===== config.mk =====
export PLATFORM = sky130hd
export DESIGN_NAME = cmd_uart_wrapper
export DESIGN_NICKNAME = d
export VERILOG_FILES = /design/src/rtl/cmd_uart_wrapper_pkg.sv /design/src/rtl/cmd_uart_wrapper_uart_trx.sv /design/src/rtl/cmd_uart_wrapper.sv
export SDC_FILE = /design/constraint.sdc
export NUM_CORES = 1
export LEC_CHECK = 0
export CAP_MARGIN = 20
export CORE_UTILIZATION = 62
export CTS_CLUSTER_SIZE = 30
export DETAILED_ROUTE_END_ITERATION = 7
export PLACE_DENSITY = 0.9
export SYNTH_ARGS = -nofsm -noshare
export SYNTH_HDL_FRONTEND = slang
export SYNTH_SLANG_ARGS = --single-unit

===== constraint.sdc =====
create_clock -name clk -period 5.35 [get_ports clk]
set_input_delay 1.07 -clock clk [delete_from_list [all_inputs] [get_ports clk]]
set_output_delay 1.07 -clock clk [all_outputs]
set_load 0.005 [all_outputs]

===== src/rtl/cmd_uart_wrapper_pkg.sv =====
// Shared types and constants for the BLE/UART command endpoint.
// Build option: CMD_TIMEOUT_EN (see cmd_uart_wrapper) adds a stale-half-command timeout.
package cmd_uart_wrapper_pkg;

  typedef enum logic {
    HIGH = 1'b0,
    LOW  = 1'b1
  } state_t;

  localparam logic [7:0]  COMM_COMPLETE     = 8'hA5;
  localparam logic [7:0]  COMM_INTERMEDIATE = 8'h5A;
  localparam logic [15:0] CALIBRATE         = 16'h0000;

  // 50 MHz / 19200 baud
  localparam int BAUD_DIV_DEFAULT = 2604;

endpackage


===== src/rtl/cmd_uart_wrapper_uart_trx.sv =====
// Full-duplex 8N1 UART: mid-bit sampling receiver plus shift-register transmitter.
// byte_rdy pulses 1 clk after the stop-bit sample; trmt is ignored while a frame is in flight.
module uart_trx
  import cmd_uart_wrapper_pkg::*;
#(
  parameter int BAUD_DIV = BAUD_DIV_DEFAULT
) (
  input  logic       clk,
  input  logic       rst_n,
  input  logic       RX,
  output logic       TX,
  output logic [7:0] rx_data,
  output logic       byte_rdy,
  input  logic [7:0] tx_data,
  input  logic       trmt,
  output logic       tx_done
);

  localparam logic [11:0] BAUD = 12'(BAUD_DIV);
  localparam logic [11:0] HALF = 12'(BAUD_DIV / 2);

  logic        rx_meta;
  logic        rx_sync;
  logic        rx_prev;
  logic        rx_busy;
  logic [11:0] rx_cnt;
  logic [3:0]  rx_bits;
  logic [9:0]  rx_shift;
  logic        rx_framing_unused;

  logic [9:0]  tx_shift;
  logic        tx_busy;
  logic [11:0] tx_cnt;
  logic [3:0]  tx_bits;

  // Receiver: falling edge on the synchronised line while idle starts a frame.
  always_ff @(posedge clk or negedge rst_n) begin
    if (!rst_n) begin
      rx_meta  <= 1'b1;
      rx_sync  <= 1'b1;
      rx_prev  <= 1'b1;
      rx_busy  <= 1'b0;
      rx_cnt   <= '0;
      rx_bits  <= '0;
      rx_shift <= '0;
      byte_rdy <= 1'b0;
    end else begin
      rx_meta  <= RX;
      rx_sync  <= rx_meta;
      rx_prev  <= rx_sync;
      byte_rdy <= 1'b0;
      if (!rx_busy) begin
        if (rx_prev && !rx_sync) begin
          rx_busy <= 1'b1;
          rx_cnt  <= HALF;
          rx_bits <= '0;
        end
      end else if (rx_cnt == 12'd1) begin
        rx_shift <= {rx_sync, rx_shift[9:1]};
        rx_cnt   <= BAUD;
        if (rx_bits == 4'd9) begin
          rx_busy  <= 1'b0;
          byte_rdy <= 1'b1;
        end else begin
          rx_bits <= rx_bits + 4'd1;
        end
      end else begin
        rx_cnt <= rx_cnt - 12'd1;
      end
    end
  end

  // Start and stop samples are shifted through but never inspected.
  assign rx_data           = rx_shift[8:1];
  assign rx_framing_unused = rx_shift[9] ^ rx_shift[0];

  // Transmitter: idle shift register is all ones so TX rests high.
  always_ff @(posedge clk or negedge rst_n) begin
    if (!rst_n) begin
      tx_shift <= '1;
      tx_busy  <= 1'b0;
      tx_cnt   <= '0;
      tx_bits  <= '0;
      tx_done  <= 1'b0;
    end else if (trmt && !tx_busy) begin
      tx_shift <= {1'b1, tx_data, 1'b0};
      tx_busy  <= 1'b1;
      tx_cnt   <= '0;
      tx_bits  <= '0;
      tx_done  <= 1'b0;
    end else if (tx_busy) begin
      if (tx_cnt == BAUD - 12'd1) begin
        tx_cnt   <= '0;
        tx_shift <= {1'b1, tx_shift[9:1]};
        if (tx_bits == 4'd9) begin
          tx_busy <= 1'b0;
          tx_done <= 1'b1;
        end else begin
          tx_bits <= tx_bits + 4'd1;
        end
      end else begin
        tx_cnt <= tx_cnt + 12'd1;
      end
    end
  end

  assign TX = tx_shift[0];

endmodule


===== src/rtl/cmd_uart_wrapper.sv =====
// Assembles two UART bytes (high first) into a 16-bit command and returns a 1-byte response.
// Build option: CMD_TIMEOUT_EN discards a high byte left waiting longer than TIMEOUT_CYC clks.
module cmd_uart_wrapper
  import cmd_uart_wrapper_pkg::*;
#(
  parameter int BAUD_DIV = BAUD_DIV_DEFAULT
`ifdef CMD_TIMEOUT_EN
  , parameter int TIMEOUT_CYC = 2000000
`endif
) (
  input  logic        clk,
  input  logic        rst_n,
  input  logic        RX,
  output logic        TX,
  output logic [15:0] cmd,
  output logic        cmd_rdy,
  input  logic        clr_cmd_rdy,
  input  logic [7:0]  resp,
  input  logic        trmt,
  output logic        tx_done
);

  state_t      state;
  state_t      nxt_state;
  logic [7:0]  rx_data;
  logic        byte_rdy;
  logic [7:0]  high_byte;
  logic        latch_high;
  logic        load_cmd;
  logic        drop_high;

  uart_trx #(
    .BAUD_DIV (BAUD_DIV)
  ) u_trx (
    .clk      (clk),
    .rst_n    (rst_n),
    .RX       (RX),
    .TX       (TX),
    .rx_data  (rx_data),
    .byte_rdy (byte_rdy),
    .tx_data  (resp),
    .trmt     (trmt),
    .tx_done  (tx_done)
  );

`ifdef CMD_TIMEOUT_EN
  logic [21:0] to_cnt;
  logic        timed_out;

  assign timed_out = (state == LOW) && (to_cnt == 22'(TIMEOUT_CYC));

  // Counts only while a high byte is waiting; any state change restarts it.
  always_ff @(posedge clk or negedge rst_n) begin
    if (!rst_n) begin
      to_cnt <= '0;
    end else if (state == HIGH || nxt_state != state) begin
      to_cnt <= '0;
    end else begin
      to_cnt <= to_cnt + 22'd1;
    end
  end
`else
  logic timed_out;
  assign timed_out = 1'b0;
`endif

  always_ff @(posedge clk or negedge rst_n) begin
    if (!rst_n) begin
      state <= HIGH;
    end else begin
      state <= nxt_state;
    end
  end

  always_comb begin
    nxt_state = state;
    case (state)
      HIGH: if (byte_rdy) nxt_state = LOW;
      LOW:  if (byte_rdy || timed_out) nxt_state = HIGH;
      default: nxt_state = HIGH;
    endcase
  end

  always_comb begin
    latch_high = 1'b0;
    load_cmd   = 1'b0;
    drop_high  = 1'b0;
    case (state)
      HIGH: latch_high = byte_rdy;
      LOW: begin
        load_cmd  = byte_rdy;
        drop_high = !byte_rdy && timed_out;
      end
      default: ;
    endcase
  end

  // A completing command beats a simultaneous clear request.
  always_ff @(posedge clk or negedge rst_n) begin
    if (!rst_n) begin
      high_byte <= '0;
      cmd       <= '0;
      cmd_rdy   <= 1'b0;
    end else begin
      if (latch_high) begin
        high_byte <= rx_data;
      end else if (drop_high) begin
        high_byte <= '0;
      end
      if (load_cmd) begin
        cmd     <= {high_byte, rx_data};
        cmd_rdy <= 1'b1;
      end else if (clr_cmd_rdy || latch_high) begin
        cmd_rdy <= 1'b0;
      end
    end
  end

endmodule


[Word level (Yosys, flattened, before mapping)]
Cells that the tools add are included.
Operators by class
  add/sub/neg operators: 4
  equal/unequal tests: 7
  multiplexer cells: 39
  bitwise operators: 1
  reductions and logical operators: 15
Operators with widths (number)
  12-bit 2-to-1 mux: 6
  4-bit 2-to-1 mux: 8
  10-bit 2-to-1 mux: 3
  1-bit 2-to-1 mux: 21
  12-bit by 1-bit adder with 12-bit output (second input constant): 1
  12-bit by 1-bit equality test with 1-bit output (second input constant): 1
  12-bit equality test (second input constant): 1
  12-bit by 1-bit subtractor with 12-bit output (second input constant): 1
  2-bit nonzero test: 5
  3-bit AND reduction: 3
  4-bit by 1-bit adder with 4-bit output (second input constant): 2
  4-bit equality test (second input constant): 2
  2-bit inequality test (second input constant): 2
  2-bit AND reduction: 2
  1-bit logical AND: 2
  1-bit logical NOT: 2
  2-bit by 1-bit inequality test with 1-bit output (second input constant): 1
  1-bit one-hot mux with 2 select lines: 1
  1-bit logical OR: 1
  1-bit NOT: 1
Word-level totals
  bits in registers: 85
  input bits: 13
  output and inout port bits: 19
  word-level logic and storage cells: 83

[Longest topological paths before layout]
Gate-level depths: netlist (run 1).
  word-level depth: 5
  gate-level depth with buffers: 7
  depth with buffers taken out: 6

[By module]
Synthesis (run 1) repeated with hierarchy kept, for this count alone.
Second synthesis, totals
  cell total of the unflattened synthesis: 349
  area total of the unflattened synthesis: 3973.8 sq um
Modules (own cells, without submodules)
  uart_trx: times used 1, cells each 290, area an instance 2937.8 sq um, sequential area each 1441.4 sq um
  cmd_uart_wrapper: times used 1, cells each 59, area an instance 1036.0 sq um, sequential area each 650.6 sq um

[Worst setup path before layout (run 1)]
OpenSTA, ideal clock, no wires.
  path type: input -> register
  start point: input trmt
  end point: register u_trx.tx_shift[4]
  library setup time: 83 ps
  arrival time: 1835 ps
  data required time: 5267 ps
  setup slack: 3432 ps
  stages: 4
  path buffers: 1
  path through: nor2b_1 clkbuf_1 nor2_1 a221o_1
Between the ends
  cells in the longest elaborated chain, start to end: 3
  elaborated cells on any way between the ends: 5
  classes of those cells: mux (1); reduce/logical (4)
Ends and longest elaborated chain
  from (decl): line cmd_uart_wrapper.sv:19  | input logic trmt,
  1-bit logical AND *: line cmd_uart_wrapper_uart_trx.sv:85  | end else if (trmt && !tx_busy) begin
  2-bit nonzero test (no source line)
  2-bit AND reduction (no source line)
  to (signal assigned): line cmd_uart_wrapper_uart_trx.sv:86  | tx_shift <= {1'b1, tx_data, 1'b0};
  to (signal assigned): line cmd_uart_wrapper_uart_trx.sv:94  | tx_shift <= {1'b1, tx_shift[9:1]};
  to (decl): line cmd_uart_wrapper_uart_trx.sv:31  | logic [9:0] tx_shift;
Mark *: on every way between the ends. The rest lies on a longest branch, timed or not.
A chain may end at the register's enable or synchronous reset.

[Worst setup path in the final report (run 1)]
  start point: register u_trx.tx_shift[0]
  end point: output TX
RTL lines
  to (decl): line cmd_uart_wrapper.sv:14  | output logic TX,
No word-level cell between the ends.

==> impl_metrics.yaml, run 1 <==
synthesis:
  synth_top_area_cell: "dfrtp_1"
  synth.net_count: 365
  syn_area_per_cell_um2: 11.20
  synth_seq_cells: 83
  synth_area_leaders: "dfrtp_1 (46%), mux2_2 (9.7%), dfstp_2 (8.2%), ha_1 (2.9%), o21ai_0 (2.9%)"
  synthDistinctLibCells: 49
  yosysWarnings: 0
  ys_seq_area_share_pct: 54.44
  synth_top_area_share_pct: 46.24
  netlist_area_um2: 3842
  synth_edf_count: 0
  ys.flop_type: "dfrtp_1"
  async_reset_ff_share_pct: 100.0
  syn_inst: 343
placed_design:
  io_buffers: 31
  place_ws_ns: 2.729
  place_congestion: 0.8616
  dp_hpwl_um: 4893
  dp.cells: 436
critical_path:
  critical_path_class: "flop to output pin"
  reg2reg_depth: 6
  r2r-end: "u_trx.rx_shift[5]$_DFFE_PN0P_"
  path_delay_family: "flip-flops"
  crit_fanout: 2
  critPathCaptureType: "output pin"
  cp.required_ns: 4.28
  crit_chain: "clkdlybuf4s50_1"
  r2r_start: "u_trx.rx_cnt[1]$_DFFE_PN0P_"
  slowest_stage: "dfstp_2"
  start_kind: "flop"
  critPathArrivalTime_ns: 1.38
  cpPeakStageDelay_ns: 0.53
  regToRegSetupSlack_ns: 3.25
  cp_num_buf_inv: 1
layout:
  fillerInstances: 394
  final_cells: 453
  multiInputGateArea_um2: 1647
  final_common_cell: "dfrtp_1"
  area_delta_synth_final_pct: 15.83
  final_cell_mix: "dfrtp_1 (71), mux2_2 (33), clkdlybuf4s50_1 (30)"
  fin_util_pct: 74.73
  antenna_cells: 0
  layout-drive-gt1-share_pct: 18.78
  final-seq-area_um2: 2092
  nets: 395
timing:
  setup_viol: 0
  hold_violations: 0
  tightest_slew_ns: 0.8393
  skew_ns: 0.008734
  final.setup.worst_slack_ns: 2.900
  min_period_ns: 2.450
  slew_viol_final: 0
  timing.hold.ws_ns: 0.3687
  rsz0062_at_grt: "false"
  fin_crit_sh_pct: 45.80
  tns_ns: 0
  max_freq_ghz: 0.4082
  slew_headroom_pct: 43.84
cts:
  h-tree-depth: 3
  clockBufferDepth: 2
  cts_tree: "done"
  clock_latency_ns: 0.36
  numClockSinks: 83
  root_buffer: "clkbuf_8"
  cts_buffers: 9
  cts_resized: 0
  post_cts_buffers: 0
  path_clk_slew_ns: 0.08
  holdBufCountCts: 0
worst_hold_path:
  hold_class: "flop to flop"
  hold_start: "u_trx.rx_meta$_DFF_PN1_"
  hold_end: "u_trx.rx_sync$_DFF_PN1_"
  holdPathStages: 0
die:
  dieArea_um2: 6517
  coreArea_um2: 5956
  io-pin-count: 32
  initial_core_util_pct: 64.52
  num_rows: 28
  dieWidth_um: 80.73
  die_h_um: 80.73
route:
  dr.pass1.iters: 5
  vias_per_cell: 6.093
  vias: 2760
  initialDrtViolationCount: 172
  ant_nets: 0
  drc: 0
  wl_per_cell_um: 16.43
  finalWirelength_um: 7443
grt:
  track_usage_pct: 25.86
  first_global_vias: 2598
  grt_max_degree: 84
  gr-total-overflow: 0
  grt_antenna_before_repair: 0
  grt_pass1_wl_um: 12560
job:
  cap_violations: 0
power:
  p_leak_nw: 2.030
  ir_drop_uv: 229.7
  p_per_area_nw_per_um2: 360.4
status:
  status: "complete, no violations"
[synth_stat cells (2+ instances only)]
library cell	n
ha_1	9
nand2b_1	4
clkbuf_1	10
o211ai_1	2
or3_1	3
nand3_1	20
mux2i_1	3
nand4_1	7
xor2_1	3
and2_1	5
nand3b_1	2
inv_1	14
o21ai_0	22
and3_1	4
or4_1	3
dfstp_2	12
o31ai_1	4
a21o_1	7
o311ai_0	3
nor3_1	5
a41oi_1	4
nor2b_1	3
and4bb_2	2
nor2_1	18
mux2_2	33
and4_1	3
dfrtp_1	71
a21oi_1	11
nand2_1	29
a22o_1	6
a31oi_1	3
[stage by stage]
step	area, µm²	total power [W]
5_1_grt	4451	0.001686
3_3_place_gp	4193	0.001066
2_1_floorplan	3842	0.001001
6_report	4451	0.001604
3_5_place_dp	4193	0.001091
4_1_cts	4423	0.001606
[state kept, by name (all words and copies together) (netlist names)]
| name | flops |
|---|---|
| state | 1 |
| u_trx.tx_shift | 9 |
| cmd_rdy | 1 |
| u_trx.rx_shift | 9 |
| u_trx.rx_meta | 1 |
| u_trx.tx_cnt | 12 |
| u_trx.rx_sync | 1 |
| u_trx.tx_bits | 4 |
| u_trx.rx_bits | 4 |
| u_trx.tx_busy | 1 |
| u_trx.tx_done | 1 |
| cmd | 16 |
| u_trx.rx_cnt | 12 |
| u_trx.rx_busy | 1 |
| high_byte | 8 |
| u_trx.byte_rdy | 1 |
| u_trx.rx_prev | 1 |
[how the worst max path moves through the flow]
stage | slack [ns] | depth (start not counted) | endpoint | from
final | 2.90 | 1 | TX | u_trx.tx_shift[0]$_DFFE_PN1P_
after global routing | 2.86 | 1 | TX | u_trx.tx_shift[0]$_DFFE_PN1P_
after CTS | 2.88 | 1 | TX | u_trx.tx_shift[0]$_DFFE_PN1P_
after detailed placement | 2.73 | 4 | u_trx.tx_shift[4]$_DFFE_PN1P_ | trmt
after global placement | 2.73 | 4 | u_trx.tx_shift[4]$_DFFE_PN1P_ | trmt
after floorplan | 3.43 | 4 | u_trx.tx_shift[4]$_DFFE_PN1P_ | trmt
[cell families after synthesis]
kind of cell | Yosys count | synth area share, %
compound gates | 69 | 12.08
xor+xnor | 3 | 0.6839
fa+ha+maj | 9 | 2.931
buf+inv | 27 | 2.702
flops | 83 | 54.44
mux | 36 | 10.45
simple gates | 116 | 16.70
[area by class of cell]
type | count | area share, %
inverter | 14 | 1.181
sequential | 83 | 47.01
multi-input combinational | 233 | 37.00
tap | 75 | 2.109
clock inverter | 7 | 2.390
timing repair buffer | 32 | 7.534
clock buffer | 9 | 2.783
[report_power, final]
group / internal, W / total, W / switching (W) / leakage, nW
clock network: 0.000272 / 0.000513 / 0.000241 / 0.117
registers: 0.000718 / 0.000836 / 0.000118 / 1.06
logic: 0.000115 / 0.000255 / 0.000140 / 0.851
total: 0.00110 / 0.00160 / 0.000499 / 2.03
[per-layer routing]
| layer | vias up | global-route usage (%) | part of all wire, % |
|---|---|---|---|
| li1 | 1311 | - | - |
| met1 | 1362 | 33.76 | 43 |
| met2 | 74 | 42.29 | 52 |
| met3 | 13 | 5.909 | 4.1 |
| met4 | 0 | 9.464 | 1.3 |
| met5 | - | 0 | 0 |
No activity file was read; power rests on OpenSTA's default activity.
==> run 2, diff against run 1 <==
--- a/config.mk
+++ b/config.mk
@@ -6,10 +6,10 @@
 export NUM_CORES = 1
 export LEC_CHECK = 0
 export CAP_MARGIN = 20
-export CORE_UTILIZATION = 62
+export CORE_UTILIZATION = 58
 export CTS_CLUSTER_SIZE = 30
 export DETAILED_ROUTE_END_ITERATION = 7
-export PLACE_DENSITY = 0.9
+export PLACE_DENSITY = 0.86
 export SYNTH_ARGS = -nofsm -noshare
 export SYNTH_HDL_FRONTEND = slang
 export SYNTH_SLANG_ARGS = --single-unit
==> constraint.sdc (replaced) <==
create_clock -name clk -period 2.4 [get_ports clk]
set_input_delay 0.48 -clock clk [delete_from_list [all_inputs] [get_ports clk]]
set_output_delay 0.48 -clock clk [all_outputs]
set_load 0.005 [all_outputs]
==> run 2 against run 1 <==
  * Count of clock-buffer cells in the layout stayed put
  * Clock skew is 0.0028 ns higher
  * Die area is 6.7% higher
  * Cell count is 1.1% higher
  * Power is 110% higher
  * Largest cell class unchanged
  * Sequential cell count stayed put
  * Sequential power is 120% higher
  * Sequential share of layout area is 0.37 points higher
==> impl_metrics.yaml, run 2 (synthesis gave the netlist of run 1 again) <==
layout:
  final_cell_mix: "dfrtp_1 (71), mux2_2 (33), clkdlybuf4s50_1 (30)"
  area_delta_synth_final_pct: 14.91
  reg_top3: "cmd: 16 flops, u_trx.rx_cnt: 12 flops, u_trx.tx_cnt: 12 flops"
  final_common_cell: "dfrtp_1"
  antenna_cells: 0
  top_register: "cmd"
  stdcell_area_um2: 4415
  layout-drive-gt1-share_pct: 19.42
  largest_register_ff_count: 16
  nets: 398
  fillerInstances: 452
timing:
  slew_viol_final: 0
  tns_ns: 0
  skew_ns: 0.01158
  rsz0062_at_grt: "false"
  slew_headroom_pct: 47.19
  max_freq_ghz: 0.4739
  setup_viol: 0
  min_period_ns: 2.110
  fin_crit_sh_pct: 87.93
  hold_violations: 0
  final.setup.worst_slack_ns: 0.2896
  tightest_slew_ns: 0.7921
die:
  coreArea_um2: 6386
  die_h_um: 83.40
  dieArea_um2: 6955
  dieWidth_um: 83.40
  io-pin-count: 32
  initial_core_util_pct: 60.17
  num_rows: 29
power:
  p_leak_nw: 2.013
  p_per_area_nw_per_um2: 767.3
  power.total_w: 0.003388
  ir_drop_uv: 632.9
grt:
  grt_pass1_wl_um: 13210
  first_global_vias: 2789
  use_met2_pct: 39.20
  track_usage_pct: 23.75
  grt_antenna_before_repair: 0
  use_met3_pct: 3.579
  gr-total-overflow: 0
  busiest_layer: "met2"
  gr-usage-met1_pct: 31.79
  grt_max_degree: 44
critical_path:
  regToRegSetupSlack_ns: 0.29
  r2r-end: "u_trx.tx_bits[3]$_DFFE_PN0P_"
  slowest_stage: "or3_1"
  critPathArrivalTime_ns: 2.39
  start_kind: "flop"
  crit_chain: "ha_1 -> and4bb_2 -> nand4_1 -> or3_1 -> a21oi_1"
  cpPeakStageDelay_ns: 0.45
  reg2reg_depth: 5
  r2r_start: "u_trx.tx_cnt[0]$_DFFE_PN0P_"
  critPathCaptureType: "flop"
  critical_path_class: "flop to flop"
  cp_num_buf_inv: 0
  path_delay_family: "simple AND/OR/NAND/NOR gates"
  cp.required_ns: 2.68
  crit_fanout: 8
status:
  status: "complete, no violations"
route:
  finalWirelength_um: 7400
  ant_nets: 0
  vias_per_cell: 6.046
  wl_per_cell_um: 16.16
  initialDrtViolationCount: 169
  vias: 2769
  dr.pass1.iters: 4
  drc: 0
cts:
  cts_resized: 0
  cts_buffers: 9
  path_clk_slew_ns: 0.09
  holdBufCountCts: 0
  clock_latency_ns: 0.35
  h-tree-depth: 3
  numClockSinks: 83
  root_buffer: "clkbuf_8"
  clockBufferDepth: 2
  post_cts_buffers: 0
  cts_tree: "done"
placed_design:
  place_ws_ns: 0.3329
  dp_hpwl_um: 5109
  postPlaceCellArea_um2: 4225
  io_buffers: 31
  place_congestion: 0.8406
job:
  cap_violations: 0
worst_hold_path:
  hold_class: "input pin to async pin"
## run 2: worst max-delay path by stage
stage / start / endpoint / slack (ns) / cells after the start
2_1_floorplan: u_trx.tx_cnt[0]$_DFFE_PN0P_ / u_trx.tx_shift[4]$_DFFE_PN1P_ / 0.63 / 6
3_3_place_gp: u_trx.tx_cnt[0]$_DFFE_PN0P_ / u_trx.tx_bits[3]$_DFFE_PN0P_ / 0.42 / 5
4_1_cts: u_trx.tx_cnt[0]$_DFFE_PN0P_ / u_trx.tx_bits[3]$_DFFE_PN0P_ / 0.31 / 5
3_5_place_dp: u_trx.tx_cnt[0]$_DFFE_PN0P_ / u_trx.tx_bits[3]$_DFFE_PN0P_ / 0.33 / 5
6_report: u_trx.tx_cnt[0]$_DFFE_PN0P_ / u_trx.tx_bits[3]$_DFFE_PN0P_ / 0.29 / 5
5_1_grt: u_trx.rx_cnt[1]$_DFFE_PN0P_ / u_trx.rx_bits[1]$_DFFE_PN0P_ / 0.13 / 6
## run 2: layer usage
metal,share of wire [%],up-vias
met5,0,-
met4,1.4,0
met3,4.2,9
met2,49,84
met1,46,1363
li1,-,1313
## run 2: worst reg2reg max path: stages, from the launching register on
cell and delay (ns):
dfrtp_1 0.43, ha_1 0.35, and4bb_2 0.33, nand4_1 0.31, or3_1 0.45, a21oi_1 0.16
## run 2: layout make-up
cell class                      instances  area, µm²  share of cell area [%]
Sequential cell                        83       2092                   47.38
Clock buffer                            9      123.9                   2.805
Inverter                               14      52.55                   1.190
Tap cell                               77      96.34                   2.182
Timing Repair Buffer                   35      337.8                   7.651
Multi-Input combinational cell        233       1647                   37.29
Clock inverter                          7      66.31                   1.502
## run 2: per-stage QoR
step                instances  utilization, %  hold slack (ns)
global placement          442           66.16           0.3582
finish                    458           69.14          0.09883
floorplan                 343               -           0.1844
CTS                       458           69.14           0.1226
detailed placement        442           66.16           0.3581
global route              458           69.14           0.1558
## run 2: where the power goes
part	switching, W	internal (W)
Combinational	0.000310	0.000254
Sequential	0.000252	0.00160
Clock	0.000566	0.000405
